`config.mk`:
```
export PLATFORM = sky130hd
export DESIGN_NAME = shift_issue_pipe
export DESIGN_NICKNAME = d
export VERILOG_FILES = /design/src/rtl/shift_issue_pipe.sv
export SDC_FILE = /design/constraint.sdc
export NUM_CORES = 1
export LEC_CHECK = 0
export CORE_ASPECT_RATIO = 0.5
export CORE_MARGIN = 2
export CORE_UTILIZATION = 51
export DETAILED_ROUTE_END_ITERATION = 10
export PLACE_DENSITY = 0.89
export SLEW_MARGIN = 15
export SYNTH_ARGS = -nofsm -noshare
export SYNTH_HDL_FRONTEND = slang
export SYNTH_HIERARCHICAL = 1
export SYNTH_SLANG_ARGS = --single-unit
```
`constraint.sdc`:
```
create_clock -name clk -period 3.2 [get_ports clk]
set_clock_uncertainty 0.1 [all_clocks]
set_input_delay 0.8 -clock clk [delete_from_list [all_inputs] [get_ports clk]]
set_output_delay 0.8 -clock clk [all_outputs]
set_load 0.02 [all_outputs]
```
`src/rtl/shift_issue_pipe.sv`:
```
`default_nettype none
// ============================================================================
// Module      : shift_left
// Description : Combinational left barrel shifter.
//               Bit positions vacated by the shift take the fill value i_il.
// Revision    : 1.0 - initial release
// ============================================================================
module shift_left #(
    parameter int WIDTH = 32,
    parameter int SHW   = $clog2(WIDTH)
) (
    input  logic [WIDTH-1:0] i_a,
    input  logic [SHW-1:0]   i_shift,
    input  logic             i_il,
    output logic [WIDTH-1:0] o_y
);

    logic [WIDTH-1:0] w_stage [0:SHW];

    assign w_stage[0] = i_a;

    // Stage k shifts by 2^k when shift bit k is set.
    genvar k;
    generate
        for (k = 0; k < SHW; k++) begin : g_stage
            localparam int c_amt = 1 << k;
            assign w_stage[k+1] = i_shift[k]
                                ? {w_stage[k][WIDTH-1-c_amt:0], {c_amt{i_il}}}
                                : w_stage[k];
        end
    endgenerate

    assign o_y = w_stage[SHW];

endmodule

// ============================================================================
// Module      : shift_issue_pipe
// Description : Two-stage valid/ready shift unit. Stage A captures the
//               request; stage B holds the result. SLL/SLO use the left
//               shifter directly, SRL/SRA wrap it in bit reversals.
// Revision    : 1.0 - initial release
// ============================================================================
module shift_issue_pipe #(
    parameter int data_length = 32
) (
    input  logic                           clk,
    input  logic                           rst,
    input  logic                           in_valid,
    output logic                           in_ready,
    input  logic [1:0]                     in_op,
    input  logic [$clog2(data_length)-1:0] in_shift,
    input  logic [data_length-1:0]         in_b,
    output logic                           out_valid,
    input  logic                           out_ready,
    output logic [data_length-1:0]         out_h,
    output logic                           out_c,
    output logic [15:0]                    op_count
);

    localparam int         c_shw    = $clog2(data_length);
    localparam logic [1:0] c_op_sll = 2'b00;
    localparam logic [1:0] c_op_srl = 2'b01;
    localparam logic [1:0] c_op_sra = 2'b10;
    localparam logic [1:0] c_op_slo = 2'b11;

    // Stage A: captured request
    logic                   r_a_valid;
    logic [1:0]             r_a_op;
    logic [c_shw-1:0]       r_a_shift;
    logic [data_length-1:0] r_a_b;

    // Stage B: result
    logic                   r_b_valid;
    logic [data_length-1:0] r_b_h;
    logic                   r_b_c;
    logic [15:0]            r_op_count;

    logic                   w_advance;
    logic                   w_accept;
    logic                   w_right;
    logic                   w_il;
    logic [data_length-1:0] w_b_rev;
    logic [data_length-1:0] w_sh_in;
    logic [data_length-1:0] w_sh_out;
    logic [data_length-1:0] w_sh_out_rev;
    logic [data_length-1:0] w_h;
    logic                   w_c;
    logic [c_shw-1:0]       w_idx_left;
    logic [c_shw-1:0]       w_idx_right;

    // A moves to B whenever B is empty or B is being drained this cycle.
    assign w_advance = r_a_valid && (!r_b_valid || out_ready);
    assign in_ready  = !r_a_valid || w_advance;
    assign w_accept  = in_valid && in_ready;

    assign w_right = (r_a_op == c_op_srl) || (r_a_op == c_op_sra);

    // Fill value: ones for SLO, sign bit for SRA, zero otherwise.
    always_comb begin
        w_il = 1'b0;
        case (r_a_op)
            c_op_slo: w_il = 1'b1;
            c_op_sra: w_il = r_a_b[data_length-1];
            default:  w_il = 1'b0;
        endcase
    end

    // Bit reversal of the operand and of the shifter output for right shifts.
    always_comb begin
        w_b_rev      = '0;
        w_sh_out_rev = '0;
        for (int i = 0; i < data_length; i++) begin
            w_b_rev[i]      = r_a_b[data_length-1-i];
            w_sh_out_rev[i] = w_sh_out[data_length-1-i];
        end
    end

    assign w_sh_in = w_right ? w_b_rev : r_a_b;

    shift_left #(
        .WIDTH (data_length),
        .SHW   (c_shw)
    ) u_shift_left (
        .i_a     (w_sh_in),
        .i_shift (r_a_shift),
        .i_il    (w_il),
        .o_y     (w_sh_out)
    );

    assign w_h = w_right ? w_sh_out_rev : w_sh_out;

    // Last bit shifted out: b[W-s] going left, b[s-1] going right.
    assign w_idx_left  = ~r_a_shift + 1'b1;
    assign w_idx_right = r_a_shift - 1'b1;

    // Carry selection; a zero shift moves nothing out.
    always_comb begin
        w_c = 1'b0;
        if (r_a_shift != '0) begin
            if (w_right) begin
                w_c = r_a_b[w_idx_right];
            end else begin
                w_c = r_a_b[w_idx_left];
            end
        end
    end

    // Stage A: load on accept, empty when the entry moves to B.
    always_ff @(posedge clk or posedge rst) begin
        if (rst) begin
            r_a_valid <= 1'b0;
            r_a_op    <= c_op_sll;
            r_a_shift <= '0;
            r_a_b     <= '0;
        end else if (w_accept) begin
            r_a_valid <= 1'b1;
            r_a_op    <= in_op;
            r_a_shift <= in_shift;
            r_a_b     <= in_b;
        end else if (w_advance) begin
            r_a_valid <= 1'b0;
        end
    end

    // Stage B: load result on advance, empty when drained without refill.
    always_ff @(posedge clk or posedge rst) begin
        if (rst) begin
            r_b_valid <= 1'b0;
            r_b_h     <= '0;
            r_b_c     <= 1'b0;
        end else if (w_advance) begin
            r_b_valid <= 1'b1;
            r_b_h     <= w_h;
            r_b_c     <= w_c;
        end else if (r_b_valid && out_ready) begin
            r_b_valid <= 1'b0;
        end
    end

    // Count consumed results, wrapping at 16 bits.
    always_ff @(posedge clk or posedge rst) begin
        if (rst) begin
            r_op_count <= '0;
        end else if (r_b_valid && out_ready) begin
            r_op_count <= r_op_count + 16'd1;
        end
    end

    assign out_valid = r_b_valid;
    assign out_h     = r_b_h;
    assign out_c     = r_b_c;
    assign op_count  = r_op_count;

endmodule
`default_nettype wire
```
* Word-level counts from Yosys, hierarchy flattened *
Cells that the tools add are included.

storage, ports and cells
  bits in registers = 90
  latch bits = 0
  bits in writable memories = 0
  bits in read-only memories = 0
  bits of input ports = 43
  output and inout port bits = 51
  word-level logic and storage cells = 46
  memories kept = 0

cells by class
  add/sub/neg operators = 3
  multipliers = 0
  div/mod/pow operators = 0
  order comparisons = 2
  equal/unequal tests = 3
  shift-type cells = 0
  multiplexer cells = 18
  bitwise operators = 1
  reduce and logical (&&, ||, !) cells = 11

operators by type and width
  kind                     count
  $mux W32                 7
  $add A16 B1 Y16 const B  1
  $lt A5 B6 Y1 const B     2
  $bmux W1 S5              2
  $mux W1                  8
  $add A5 B1 Y5 const B    1
  $not A5 Y5               1
  $reduce_bool A5 Y1       1
  $sub A5 B1 Y5 const B    1
  $eq A2 B2 Y1 const B     2
  $reduce_bool A2 Y1       2
  $logic_and A1 B1 Y1      3
  $logic_or A1 B1 Y1       3
  $eq A2 B1 Y1 const B     1
  $logic_not A1 Y1         2
  $pmux W1 S2              1

* Logic depth before layout (Yosys ltp) *
Gate-level depths: netlist (run 1).

  word-level depth = 9
  depth in mapped cells = 11
  mapped depth without buffers = 9

* Cells and area by module *
The synthesis (run 1) kept the hierarchy.

by module, submodules not included
  module            times used  cells each  area an instance (sq um)  seq. area each (sq um)
  shift_issue_pipe  1           387         4,773.3                   2,252.2
  shift_left        1           218         2,114.5                   0.0

* Worst setup path before layout (run 1) *
OpenSTA, ideal clock, no wires.

  path type = register to register
  from = reg r_a_op[0]
  to = reg r_b_h[28] (netlist: out_h[28])
  library setup time = 0.135 ns
  data arrival time = 3.140 ns
  required time = 2.965 ns
  setup slack = -0.174 ns
  cell stages (with the launch flop) = 12
  path buffers = 2
  period minus slack after synthesis = 3.374 ns
  cell sequence = dfrtp_1 -> inv_1 -> ha_1 -> clkbuf_1 -> clkbuf_1 -> mux2_2 -> mux4_2 -> mux2_2 -> a222oi_1 -> o211ai_1 -> mux2i_1 -> o21ai_0

on the way
  word-level cells in the longest chain between the ends = 9
  elaborated cells between the ends (all ways) = 12
  classes of those cells = eq/ne: 3; mux: 8; reduce/logical: 1

RTL lines
  element                                              RTL line  source
  from (decl)                                          69        logic [1:0] r_a_op;
  from (signal assigned)                               153       r_a_op <= c_op_sll;
  from (signal assigned)                               158       r_a_op <= in_op;
  $eq A2 B1 Y1 / $eq A2 B2 Y1 (equally long branches)  97        assign w_right = (r_a_op == c_op_srl) || (r_a_op == c_op_sra);
  $logic_or A1 B1 Y1 (*)                               97
  $mux W32 (*)                                         119       assign w_sh_in = w_right ? w_b_rev : r_a_b;
  named net w_sh_in[13]                                84        logic [data_length-1:0] w_sh_in;
  $mux W32 (*) (5 in series)                           28        ? {w_stage[k][WIDTH-1-c_amt:0], {c_amt{i_il}}}
  named net w_sh_out[28]                               85        logic [data_length-1:0] w_sh_out;
  $mux W32 (*)                                         131       assign w_h = w_right ? w_sh_out_rev : w_sh_out;
  to (signal assigned)                                 174       r_b_h <= w_h;
  to (decl)                                            75        logic [data_length-1:0] r_b_h;

Mark *: on every way through the listed nets, which the timed path passes. The rest lies on a longest branch.
A chain may end at the register's enable or synchronous reset.

* Final worst setup path (run 1) *
  from = reg r_a_op[0]
  to = reg r_b_h[24] (netlist: out_h[24])

Same word-level chain as after synthesis.

==> results of run 1 <==
## synth_stat cells, types with 3 or more instances
library cell / instances / area [um^2]
mux2i_1: 77 / 770.7
and2_1: 4 / 25.02
inv_1: 8 / 30.03
a21oi_1: 5 / 25.02
nor2b_1: 5 / 31.28
mux4_1: 5 / 131.4
mux4_2: 45 / 1013
a2bb2oi_1: 5 / 43.79
buf_4: 6 / 45.04
and3_1: 3 / 18.77
o21ai_0: 44 / 220.2
o22ai_1: 5 / 31.28
buf_1: 6 / 22.52
a221oi_1: 3 / 26.28
a22oi_1: 6 / 45.04
nand3_1: 8 / 40.04
nor3_1: 4 / 20.02
xor2_1: 5 / 43.79
mux2_2: 83 / 934.7
xnor2_1: 11 / 96.34
a31oi_1: 3 / 18.77
buf_6: 3 / 33.78
ha_1: 5 / 62.56
buf_2: 10 / 50.05
nand2_1: 52 / 195.2
dfrtp_1: 90 / 2252
nand2b_1: 11 / 68.82
o221ai_1: 5 / 43.79
a211oi_1: 5 / 37.54
o211ai_1: 6 / 45.04
clkbuf_1: 22 / 82.58
nor2_1: 21 / 78.83
## power by group
group	internal (uW)	leakage [uW]	switching, uW	total [uW]
registers	1450	0.00110	320	1770
clock network	770	0.000163	492	1260
logic	1890	0.00231	1930	3810
total	4100	0.00357	2740	6840
## state kept, by name, summed over array words and instances, names as in the netlist
signal / count
out_valid: 1
r_a_b: 32
r_a_valid: 1
out_h: 32
r_a_op: 2
out_c: 1
op_count: 16
r_a_shift: 5
## area by class of cell
cell class,count,area [um^2]
clock buffer,9,225.2
clock inverter,7,122.6
fill,969,4327
inverter,8,33.78
multi-input combinational,460,4476
sequential,90,2255
tap,170,212.7
timing repair buffer,126,1266
## logic make-up (layout without fill, tap and decap cells)
logic type      Yosys count  count (layout)  share of synthesized area
mux                     210             210                     0.4138
simple gates            122             122                    0.08465
compound gates          105             105                     0.1021
flops                    90              90                     0.3270
buf+inv                  55             150                    0.03833
xor+xnor                 18              18                    0.02507
fa+ha+maj                 5               5                   0.009083
## through the flow
| step | utilization | hold slack, ns | setup TNS [ns] | area [um^2] |
|---|---|---|---|---|
| after CTS | 0.6557 | 0.3808 | 0 | 8469 |
| after global placement | 0.6254 | 0.3635 | 0 | 8079 |
| final | 0.6651 | 0.3723 | 0 | 8591 |
| after global routing | 0.6651 | 0.4071 | -0.1921 | 8591 |
| after floorplan | - | 0.3796 | 0 | 6894 |
| after detailed placement | 0.6254 | 0.3710 | -0.02953 | 8079 |
## worst max-delay path, stage by stage, from the launching register on
cell       delay (ns)
dfrtp_1          0.38
inv_1            0.09
ha_4             0.30
bufbuf_16        0.28
mux2_2           0.41
mux4_2           0.56
mux2i_1          0.22
buf_4            0.16
o221ai_1         0.18
mux2i_1          0.26
o21ai_0          0.10
## worst max-delay path by stage
stage	slack, ns	depth (start not counted)	endpoint
2_1_floorplan	0.07	11	out_h[28]
3_3_place_gp	0.1	10	out_h[28]
3_5_place_dp	-0.03	10	out_h[30]
4_1_cts	0.05	10	out_h[30]
5_1_grt	-0.07	10	out_h[24]
6_report	0.02	10	out_h[24]
## layout by cell type, fill, tap and decap left out, types with 12 or more instances in the layout
cell type | synthesis | final
mux2_2 | 83 | 71
nand2_1 | 52 | 52
dfrtp_1 | 90 | 88
o21ai_0 | 44 | 43
mux4_2 | 45 | 45
clkdlybuf4s50_1 | 0 | 93
nor2_1 | 21 | 21
buf_4 | 6 | 27
mux2i_1 | 77 | 73
mux2_4 | 0 | 12
## metal layers
| layer | track usage | part of all wire | vias up |
|---|---|---|---|
| met4 | 0.05799 | 0.014 | 0 |
| met1 | 0.4189 | 0.45 | 2831 |
| met2 | 0.4276 | 0.44 | 299 |
| li1 | - | - | 2500 |
| met3 | 0.06301 | 0.094 | 27 |
| met5 | 0 | 0 | - |
## timing repair
action                                  4_1_cts  5_1_grt
gates resized for setup                       1       22
setup buffers                                 0        4
pin swaps                                     2        2
gates cloned                                  1        0
endpoints found under the setup margin        3       17
==> impl_metrics.env, run 1 <==
export IMPL_status="finished, final reports clean"
export IMPL_drtPass1Iterations=5
export IMPL_vias_per_cell=6.502
export IMPL_wl_per_cell_um=22.81
export IMPL_place_gp_congestion=0.9461
export IMPL_syn_to_final_growth_pct=24.72
export IMPL_synth_seq_cells=90
export IMPL_async_flop_share=1.000
export IMPL_worst_r2r_cell_count=10
export IMPL_drt_iter0_drc=547
export IMPL_hp_start="op_count[15]"
export IMPL_dpl_hpwl_mm=14.21
export IMPL_synthCells=605
export IMPL_die_w_um=168.4
export IMPL_period_needed_ns=3.182
export IMPL_start_util=0.5332
export IMPL_synth_cell_types=60
export IMPL_antenna_left=0
export IMPL_r2r_end="out_h[24]"
export IMPL_drv_cap=0
export IMPL_holdPathEnd="op_count[15]"
export IMPL_hold_path_depth=1
export IMPL_yosysSeqAreaShare=0.3270
export IMPL_synth_area_um2=6888
export IMPL_finalSetupViolations=0
export IMPL_grt_pass1_vias=5410
export IMPL_worstSkewPairLatency_ns=0.35
export IMPL_crit_type="flip-flop to flip-flop"
export IMPL_dp_cells=849
export IMPL_numCtsBuffers=9
export IMPL_final_setup_worst_slack_ns=0.01826
export IMPL_cts_tree="done"
export IMPL_cts_buffer_depth=2
export IMPL_finalCritPeriodShare=0.9943
export IMPL_postRouteWirelength_mm=19.84
export IMPL_synth_main_ff_cell="dfrtp_1"
export IMPL_yosysWarnings=6
export IMPL_numPortBuffers=93
export IMPL_num_rows=29
export IMPL_cts_root_buffer="clkbuf_16"
export IMPL_hold_viol=0
export IMPL_antenna_found_initial=0
export IMPL_final_nets=743
export IMPL_post_place_ws_ns=-0.02953
export IMPL_worstPathArrival_ns=3.30
export IMPL_slew_violations=0
export IMPL_tightestPinTransition_ns=1.014
export IMPL_critPathRequiredTime_ns=3.32
export IMPL_power_leakage_uw=0.003565
export IMPL_hold_class="flip-flop to flip-flop"
export IMPL_grt_ovfl_total=0
export IMPL_max_slew_margin_rel=0.3241
export IMPL_cts_sinks=90
export IMPL_dieArea_um2=14510
export IMPL_track_usage=0.2817
export IMPL_path_clk_slew_ns=0.07
export IMPL_drive_above_1_share=0.2829
export IMPL_synth_edf_count=0
export IMPL_ioPinCount=94
export IMPL_worst_setup_path_end_kind="flip-flop"
export IMPL_die_h_um=86.18
export IMPL_crit_start="r_a_op[0]"
export IMPL_final_cells=870
export IMPL_syn_nets=653
export IMPL_diodes=0
export IMPL_holdBufCountCts=0
export IMPL_grt_pass1_wl_mm=31.49
export IMPL_power_uw=6840
export IMPL_worstSetupStartpointType="flip-flop"
export IMPL_cts_htree_levels=3
export IMPL_timing_fmax_mhz=314.3
export IMPL_syn_area_per_cell_um2=11.38
export IMPL_vias=5657
export IMPL_grt_start_max_net_pins=65
export IMPL_r2r_start="r_a_op[0]"
export IMPL_ir_drop_mv=0.3477
export IMPL_crit_fanout=12
export IMPL_drc=0
export IMPL_powerDensity_nw_per_um2=796.2
export IMPL_r2r_slack_ns=0.02
export IMPL_coreArea_um2=12920
(Power assumes the default switching activity.)
==> run 2, diff against run 1 <==
--- a/config.mk
+++ b/config.mk
@@ -5,6 +5,7 @@
 export SDC_FILE = /design/constraint.sdc
 export NUM_CORES = 1
 export LEC_CHECK = 0
+export ABC_AREA = 1
 export CORE_ASPECT_RATIO = 0.5
 export CORE_MARGIN = 2
 export CORE_UTILIZATION = 51
==> run 2 against run 1 <==
The run now ends with design-rule violations left. Non-clock buffer count decreased by 13. Count of clock-buffer cells in the layout unchanged. Global-route usage is essentially flat. Sequential share of layout area rose by 1.7 points. Sequential cell count did not move. Hold slack better by 0.041 ns. Total power is 11% lower. Critical endpoint is now in_ready. Maximum frequency is 4.3% higher. Largest cell class unchanged. Clock power is 14% lower. Register-to-register slack improved by 0.20 ns.
==> impl_metrics.env, run 2 <==
export IMPL_powerDensity_nw_per_um2=757.9
export IMPL_wl_per_cell_um=15.82
export IMPL_syn_to_final_growth_pct=18.44
export IMPL_track_usage=0.2820
export IMPL_sw_frac_of_total=0.4660
export IMPL_worst_path_buf_inv=3
export IMPL_worst_setup_path_end_kind="primary output"
export IMPL_power_frac_seq=0.285
export IMPL_path_clk_slew_ns=0.07
export IMPL_grt_pass1_wl_mm=32.86
export IMPL_ioPinCount=94
export IMPL_postRouteWirelength_mm=19.72
export IMPL_dpl_hpwl_mm=14.48
export IMPL_final_common_cell="nand2_1"
export IMPL_synth_top_cell_area_share=0.3312
export IMPL_synth_edf_count=0
export IMPL_worstSetupStartpointType="input port"
export IMPL_p_sw_uw=2844
export IMPL_postCtsSetupRepairBufs=0
export IMPL_num_rows=29
export IMPL_antenna_found_initial=0
export IMPL_cts_htree_levels=3
export IMPL_crit_fanout=3
export IMPL_die_w_um=167.3
export IMPL_yosysSeqAreaShare=0.3312
export IMPL_synthCells=1015
export IMPL_worstSkewPairLatency_ns=0.35
export IMPL_drt_iter0_drc=1051
export IMPL_dp_cells=1231
export IMPL_crit_chain="clkdlybuf4s50_1, inv_1, nand3_1, clkdlybuf4s50_1"
export IMPL_drtPass1Iterations=9
export IMPL_finish_instance_area_um2=8053
export IMPL_hold_viol=0
export IMPL_status="finished with violations"
export IMPL_power_frac_clock=0.178
export IMPL_synth_largest_area_cell="dfrtp_1"
export IMPL_antenna_left=0
export IMPL_synth_cell_types=32
export IMPL_crit_type="input port to primary output"
export IMPL_die_h_um=85.65
export IMPL_period_needed_ns=3.051
export IMPL_yosysWarnings=6
export IMPL_grt_start_max_net_pins=67
export IMPL_vias_per_cell=5.837
export IMPL_worst_path_most_repeated_cell="clkdlybuf4s50_1"
export IMPL_p_comb_frac=0.538
export IMPL_syn_nets=1063
export IMPL_setup_tns_ns=0
export IMPL_power_uw=6103
export IMPL_hold_class="flip-flop to flip-flop"
export IMPL_crit_family="buffers and inverters"
export IMPL_numCtsBuffers=9
export IMPL_cts_root_buffer="clkbuf_16"
export IMPL_register_area_um2=2253
export IMPL_diodes=0
export IMPL_cts_buffer_depth=2
export IMPL_finalSetupViolations=0
export IMPL_multiInputGateArea_um2=3985
export IMPL_grt_pass1_vias=6658
export IMPL_cp_slowest_cell="clkdlybuf4s50_1"
export IMPL_timing_fmax_mhz=327.7
export IMPL_rsz0062_at_grt="no"
export IMPL_synth_main_ff_cell="dfrtp_1"
export IMPL_async_flop_share=1.000
export IMPL_power_internal_uw=3259
export IMPL_cts_tree="done"
export IMPL_syn_area_per_cell_um2=6.699
export IMPL_drc=7
export IMPL_synthTopCellsByCount="338 x nand2_1, 244 x nand3_1, 90 x dfrtp_1"
export IMPL_post_dp_cell_area_um2=7754
export IMPL_critPathMaxStageDelay_ns=0.63
export IMPL_start_util=0.5293
export IMPL_yosysMostFrequentCell="nand2_1"
export IMPL_final_cells=1247
export IMPL_vias=7279
export IMPL_ctsResizeCount=0
export IMPL_nFillCells=1195
export IMPL_place_gp_congestion=0.9123
export IMPL_numPortBuffers=93
export IMPL_drive_above_1_share=0.09285
export IMPL_finalCritPeriodShare=0.9536
export IMPL_critPathRequiredTime_ns=2.30
export IMPL_synth_area_um2=6799
export IMPL_cts_sinks=90
export IMPL_drv_cap=0
export IMPL_final_cell_mix="338 x nand2_1, 244 x nand3_1, 93 x clkdlybuf4s50_1, 89 x dfrtp_1, 58 x nor2_1"
export IMPL_max_slew_margin_rel=0.3256
export IMPL_yosys_top_cells_area="dfrtp_1 33%, nand2_1 19%, nand3_1 18%, nor2_1 3.2%, a31oi_1 2.9%"
export IMPL_synth_seq_cells=90
export IMPL_slew_violations=0
export IMPL_violations="design-rule violations"
export IMPL_grt_ovfl_total=0
export IMPL_coreArea_um2=12840
export IMPL_worstPathArrival_ns=2.15
export IMPL_ir_drop_mv=0.3739
export IMPL_final_nets=1120
export IMPL_dieArea_um2=14330
export IMPL_power_leakage_uw=0.003874
export IMPL_holdBufCountCts=0
export IMPL_tightestPinTransition_ns=1.010
[run 2: worst paths after layout]
check,end,slack [ns],cells past startpoint,start
worst min-delay path,op_count[14],0.41,1,op_count[14]
worst max register to register,out_h[26],0.22,16,r_a_op[0]
min in group asynchronous,out_h[3],0.75,2,rst
worst max-delay path,in_ready,0.15,4,out_ready
max in group asynchronous,r_a_b[20],1.53,3,rst
worst min register to register,op_count[14],0.41,1,op_count[14]
[run 2: power by group through the flow]
stage | clock network (uW) | registers [uW] | logic (uW)
6_report | 1080 | 1740 | 3280
5_1_grt | 1130 | 1790 | 3610
4_1_cts | 1090 | 1740 | 3240
3_5_place_dp | 0 | 1760 | 3220
3_3_place_gp | 0 | 1730 | 3140
2_1_floorplan | 0 | 1980 | 1950
[run 2: layout make-up]
cell class / instances / share of cell area
clock buffers: 9 / 0.02797
clock inverters: 7 / 0.009167
inverters: 46 / 0.02284
multi-input cells: 812 / 0.4949
flip-flops and latches: 90 / 0.2798
well taps: 170 / 0.02641
repair buffers: 113 / 0.1389
[run 2: stage by stage]
stage / hold WS, ns / worst slack, ns / util
after floorplan: 0.4104 / 0.8323 / -
after global placement: 0.3675 / 0.1756 / 0.6036
after detailed placement: 0.3964 / 0.1527 / 0.6036
after CTS: 0.4131 / 0.1497 / 0.6269
after global routing: 0.4510 / 0.01292 / 0.6269
final: 0.4138 / 0.1486 / 0.6269
[run 2: metal layers]
metal  wire length (um)  GRT usage
met1               9089     0.4007
met2               8576     0.4515
met3               1810    0.06045
met4                245    0.05217
met5                  0          0
[run 2: cells by family (layout without fill, tap and decap cells)]
| logic type | Yosys count | after routing | share of synthesized area |
|---|---|---|---|
| AOI/OAI and AO/OA | 89 | 89 | 0.07177 |
| adders and majority gates | 5 | 5 | 0.009201 |
| muxes | 17 | 17 | 0.02816 |
| and+or+nand+nor | 686 | 686 | 0.4577 |
| DFF | 90 | 90 | 0.3312 |
| xor gates and xnor gates | 15 | 15 | 0.01932 |
| buffers and inverters | 113 | 175 | 0.08263 |
==> run 3, diff against run 2 <==
--- a/config.mk
+++ b/config.mk
@@ -11,7 +11,7 @@
 export CORE_UTILIZATION = 51
 export DETAILED_ROUTE_END_ITERATION = 10
 export PLACE_DENSITY = 0.89
-export SLEW_MARGIN = 15
+export SLEW_MARGIN = 20
 export SYNTH_ARGS = -nofsm -noshare
 export SYNTH_HDL_FRONTEND = slang
 export SYNTH_HIERARCHICAL = 1
==> results of run 3 <==
Final layout, timing and power as in run 2 (identical DEF).
